--- config.mk ---
export PLATFORM = sky130hd
export DESIGN_NAME = ah_snoop_dedup_writer
export DESIGN_NICKNAME = d
export VERILOG_FILES = /design/src/rtl/ah_snoop_dedup_writer.sv
export SDC_FILE = /design/constraint.sdc
export NUM_CORES = 1
export LEC_CHECK = 0
export BUFFER_PORTS_ARGS = -buffer_cell sky130_fd_sc_hd__buf_2
export CAP_MARGIN = 20
export CORE_AREA = 2 2 90 92
export DETAILED_ROUTE_END_ITERATION = 8
export DIE_AREA = 0 0 92 94
export GPL_TIMING_DRIVEN = 0
export PLACE_DENSITY_LB_ADDON = 0.3
export SLEW_MARGIN = 20
export SYNTH_ARGS = -nofsm -noshare
export SYNTH_HDL_FRONTEND = slang
export SYNTH_SLANG_ARGS = --single-unit
--- constraint.sdc ---
create_clock -name clk -period 1.8 [get_ports clk]
set_clock_uncertainty 0.05 [all_clocks]
set_input_delay 0.36 -clock clk [delete_from_list [all_inputs] [get_ports clk]]
set_output_delay 0.36 -clock clk [all_outputs]
set_load 0.02 [all_outputs]
--- src/rtl/ah_snoop_dedup_writer.sv ---
// ah_snoop_dedup_writer: snoops each upstream request against the FIFO and pushes only misses.
// Latency >= SNOOP_LAT+3 cycles per request; wready low stalls in PUSH with in_ready low.
// Optional macro AH_DEDUP_STATS_EN adds saturating pass/drop counters.
module ah_snoop_dedup_writer #(
    parameter int DW        = 64,
    parameter int SNOOP_LAT = 1,
    parameter int CNTW      = 16
) (
    input  logic          clk,
    input  logic          rstn,
    input  logic [DW-1:0] in_data,
    input  logic          in_valid,
    output logic          in_ready,
    output logic [DW-1:0] wdata,
    output logic          wvalid,
    input  logic          wready,
    output logic [DW-1:0] sdata,
    output logic          svalid,
    input  logic          smatch,
    output logic          drop_pulse,
    output logic          busy
`ifdef AH_DEDUP_STATS_EN
    ,
    output logic [CNTW-1:0] pass_cnt,
    output logic [CNTW-1:0] drop_cnt
`endif
);

    typedef enum logic [2:0] {
        IDLE  = 3'd0,
        SNOOP = 3'd1,
        WAIT  = 3'd2,
        PUSH  = 3'd3,
        DROP  = 3'd4
    } state_t;

    localparam logic [2:0] LAT_M1 = (SNOOP_LAT > 0) ? 3'(SNOOP_LAT - 1) : 3'd0;

    state_t        state;
    state_t        state_nxt;
    logic [2:0]    cnt;
    logic [2:0]    cnt_nxt;
    logic [DW-1:0] hold;

    always_ff @(posedge clk) begin
        if (!rstn) begin
            state <= IDLE;
            cnt   <= 3'd0;
            hold  <= '0;
        end else begin
            state <= state_nxt;
            cnt   <= cnt_nxt;
            if (state == IDLE && in_valid)
                hold <= in_data;
        end
    end

    // smatch is only looked at in the single decision cycle
    always_comb begin
        state_nxt = state;
        cnt_nxt   = cnt;
        case (state)
            IDLE: begin
                if (in_valid)
                    state_nxt = SNOOP;
            end
            SNOOP: begin
                if (SNOOP_LAT == 0) begin
                    state_nxt = smatch ? DROP : PUSH;
                end else begin
                    cnt_nxt   = LAT_M1;
                    state_nxt = WAIT;
                end
            end
            WAIT: begin
                if (cnt == 3'd0)
                    state_nxt = smatch ? DROP : PUSH;
                else
                    cnt_nxt = cnt - 3'd1;
            end
            PUSH: begin
                if (wready)
                    state_nxt = IDLE;
            end
            DROP: state_nxt = IDLE;
            default: state_nxt = IDLE;
        endcase
    end

    assign in_ready   = rstn && (state == IDLE);
    assign svalid     = (state == SNOOP);
    assign wvalid     = (state == PUSH);
    assign drop_pulse = (state == DROP);
    assign busy       = (state != IDLE);
    assign wdata      = hold;
    assign sdata      = hold;

`ifdef AH_DEDUP_STATS_EN
    always_ff @(posedge clk) begin
        if (!rstn) begin
            pass_cnt <= '0;
            drop_cnt <= '0;
        end else begin
            if (state == PUSH && wready && pass_cnt != '1)
                pass_cnt <= pass_cnt + 1'b1;
            if (state == DROP && drop_cnt != '1)
                drop_cnt <= drop_cnt + 1'b1;
        end
    end
`else
    // statistics counters are not built in this configuration
`endif

endmodule

=== Word level (Yosys, flattened, before mapping) ===
Cells that the tools add are included.
Widths: inputs -> output; s select.

* Register bits: 70
* Bits of input ports: 69
* Output and inout bits: 133
* Word-level logic and storage cells: 27

* $add $sub $neg: 1
* Equal/unequal tests: 8
* Muxes and demuxes: 7
* Reduce and logical (&&, ||, !) cells: 8

{| class="wikitable"
|+ Operators by type and width
! operator !! number
|-
| $mux 3 || 5
|-
| $pmux 3 s4 || 1
|-
| $eq 3x2->1 const B || 2
|-
| $logic_not 3->1 || 2
|-
| $ne 2x2->1 const B || 3
|-
| $pmux 3 s2 || 1
|-
| $eq 3x1->1 const B || 1
|-
| $eq 3x3->1 const B || 1
|-
| $reduce_and 3->1 || 1
|-
| $reduce_bool 3->1 || 1
|-
| $sub 3x1->3 const B || 1
|-
| $logic_and 1x1->1 || 2
|-
| $ne 2x1->1 const B || 1
|-
| $reduce_and 2->1 || 1
|-
| $reduce_bool 2->1 || 1
|}

=== Depth between registers and ports, before layout ===
* Word-level depth: 3
* Depth in mapped cells: 7
* Gate-level depth less buffers: 6

=== Least setup slack after synthesis ===
OpenSTA, ideal clock, no wires.

* Path type: flip-flop to output port
* Start: reg state[1]
* End: out in_ready
* Arrival: 1.271 ns
* Data required time: 1.390 ns
* Setup slack: 0.119 ns
* Stages on the path, launching flop included: 4
* Buffers on the path: 1
* Path through: dfxtp_1 > buf_2 > or3_1 > nor2_1

* Longest elaborated chain between the ends: 2

{| class="wikitable"
|+ Ends and longest elaborated chain
! element !! line !! RTL
|-
| start: declaration || 39 || <nowiki>state_t state;</nowiki>
|-
| start signal: assignment || 51 || <nowiki>state <= state_nxt;</nowiki>
|-
| $logic_not 3->1 || 90 || <nowiki>assign in_ready = rstn && (state == IDLE);</nowiki>
|-
| $logic_and 1x1->1 || 90 ||
|-
| end: declaration || 13 || <nowiki>output logic in_ready,</nowiki>
|}

Every way passes these cells.

=== Worst setup path in the final report ===
* Start: reg state[2]
* End: out in_ready

Same word-level chain as after synthesis.

==> results by group <==
Status
  – Status: finished clean

Detailed routing
  – Vias: 3338
  – Number of remaining DRC errors: 0
  – Drt total wl: 8980 um
  – Routed wire length per instance: 12.5 um
  – Via-to-Cell Ratio: 4.66
  – TritonRoute pass-1 iters: 4
  – Detail Route Antenna Nets: 0
  – DRT iter0 DRCs: 80

CTS
  – Inserted Clock Buffers: 9
  – Clock transition at path regs: 80 ps
  – TritonCTS clock tree: built
  – CTS root buffer: clkbuf_8
  – H-tree depth: 3
  – Sink Count: 70
  – # hold bufs at CTS: 0
  – Clk_lat worst skew: 340 ps
  – Max Buffers Root-to-Sink: 2

Floorplan
  – Ports: 202
  – Core area: 7610 um2
  – Die width: 92 um
  – Starting density of the core: 42.2%
  – Die height: 94 um
  – FP Rows: 32
  – DIE AREA: 8650 um2

Yosys
  – Ys flop type: dfxtp_1
  – Flops & latches, synth: 70
  – Net Count, Synth: 469
  – Mapped Area: 3210 um2
  – Post-synthesis sequential area ratio: 43.6%
  – Synthesized area per cell: 8.07 um2
  – Unique masters post-synth: 27
  – Cell count after synthesis: 398
  – Post-synth EDFFs: 0
  – Ys async rst share: 0%
  – Synth warn: 0

Setup path
  – Critical Path RT: 1390 ps
  – CP arrival: 1330 ps
  – Critical R2R Launch: cnt[0]
  – CP Launch Point: state[2]
  – Worst R2R End: cnt[1]
  – Crit Path Max Fanout: 9
  – CP endpoint kind: primary output
  – Setup crit end: in_ready
  – Worst reg2reg setup slack: 230 ps
  – Crit Path Category: flip-flop to primary output
  – Startpoint Class: flip-flop
  – Worst R2R Path Depth: 6

STA
  – Aggregate negative setup slack: 0 ps
  – Worst Tran Pin Value: 467 ps
  – Final hold viol count: 0
  – Hold slack: 178 ps
  – Achievable Freq: 0.576 GHz
  – Max Slew Vio Count: 0
  – Final Cycle Share: 96.4%
  – Unrepaired setup endpoints after global routing: no
  – Final setup viols: 0
  – Slew HR: 68.8%
  – Final Critical Period: 1740 ps

Finish
  – Number of nets in the layout: 681
  – Most frequent cells in the layout: buf_2 (205), nand2_1 (71), buf_4 (69)
  – Final Core Density: 60.5%
  – ANT cells: 0
  – Layout area overhead: 43.5%
  – Commonest non-fill, non-tap cell in the layout: buf_2
  – Layout cells sized above 1: 49.8%

Power and ir drop
  – PwrDens: 942 nW/um2
  – Tot Pwr: 4.34 mW
  – Max IR drop VDD: 0.498 mV
  – Leakage: 2.44 nW

Global routing
  – First-pass GRT wire length: 14100 um
  – Initial antenna violation count: 0
  – Tot GR Track Use: 20.3%
  – Largest net degree at the start of global routing: 13
  – Number of global-route vias before repair: 3036
  – Total gr overflow: 0

Placed design
  – Port Buffers: 200
  – Hpwl dp: 7070 um
  – GPL Wtd Cong: 0.791

Worst hold path
  – Worst Hold Class: input pin to flip-flop

Flow run
  – # Max-Cap Violations: 0
state kept, by name, indices dropped and copies added, names as in the netlist:
register / flops
state: 3
cnt: 3
sdata: 64
cells by family (layout without fill, tap and decap cells):
kind of cell             after synthesis  count (layout)  synth area share [%]
AO/OA/AOI/OAI                         71              71                  11.5
multiplexers                           4               4                  1.25
adder cells (fa/ha/maj)                2               2                 0.779
AND/OR/NAND/NOR                      150             150                  21.6
buffers and inverters                101             318                  21.2
flip-flops                            70              70                  43.6
metrics by stage:
| stage | setup WS [ps] | cell area [um2] | cells |
|---|---|---|---|
| after floorplan | 119 | 3210 | 398 |
| after global routing | 2.07 | 4610 | 717 |
| final | 64.9 | 4610 | 717 |
| after detailed placement | -12.7 | 4340 | 700 |
| after CTS | 8.05 | 4570 | 715 |
| after global placement | -12.2 | 4340 | 700 |
layout make-up:
class | instances | area, um2
plain buffers | 93 | 648
clock buffers | 13 | 169
clock inverters | 3 | 65.1
fillers | 733 | 3000
inverters | 5 | 18.8
multi-input cells | 227 | 1130
flip-flops and latches | 70 | 1410
well taps | 102 | 128
repair buffers | 204 | 1030
Yosys cell counts (2+ instances only):
| master | instances | area share [%] |
|---|---|---|
| o21ai_1 | 11 | 1.7 |
| clkbuf_2 | 5 | 0.78 |
| dfxtp_1 | 70 | 44 |
| ha_1 | 2 | 0.78 |
| nand2b_1 | 3 | 0.58 |
| nor2_1 | 5 | 0.58 |
| nor3b_1 | 2 | 0.47 |
| nand2_1 | 71 | 8.3 |
| buf_2 | 9 | 1.4 |
| mux2i_1 | 4 | 1.2 |
| buf_4 | 65 | 15 |
| nand3_1 | 64 | 10 |
| buf_6 | 4 | 1.4 |
| o21ai_0 | 53 | 8.3 |
| a21oi_1 | 3 | 0.47 |
| inv_1 | 5 | 0.58 |
| clkbuf_1 | 12 | 1.4 |
critical path, cell delays in order (launching register included):
cell	delay, ps
dfxtp_1	310
buf_6	130
or3_4	330
nor2_2	80
buf_4	140
worst min-delay path by stage:
stage | slack, ps | to | startpoint | cells after the start
6_report | 180 | sdata[55] | in_data[55] | 3
5_1_grt | 180 | sdata[44] | in_data[44] | 3
4_1_cts | 170 | sdata[55] | in_data[55] | 3
3_5_place_dp | 400 | sdata[38] | sdata[38] | 2
3_3_place_gp | 400 | cnt[0] | cnt[0] | 2
2_1_floorplan | 390 | cnt[0] | cnt[0] | 2
what timing repair did:
action | in CTS | in global routing
pin swaps | 2 | 1
setup buffers | 1 | 3
gates resized for setup | 3 | 5
endpoints found under the setup margin | 3 | 1
metal layers:
layer / routed length (um) / up-vias / track usage, %
met2: 4540 / 126 / 36.0
met4: 116 / 0 / 7.09
li1: - / 1683 / -
met5: 0 / - / 0
met3: 620 / 11 / 4.98
met1: 3700 / 1518 / 23.9
report_power, final:
group	switching (mW)	internal [mW]
Clock	0.565	0.893
Combinational	0.642	0.469
Sequential	0.100	1.67
Total	1.31	3.03
(Power assumes the default switching activity.)
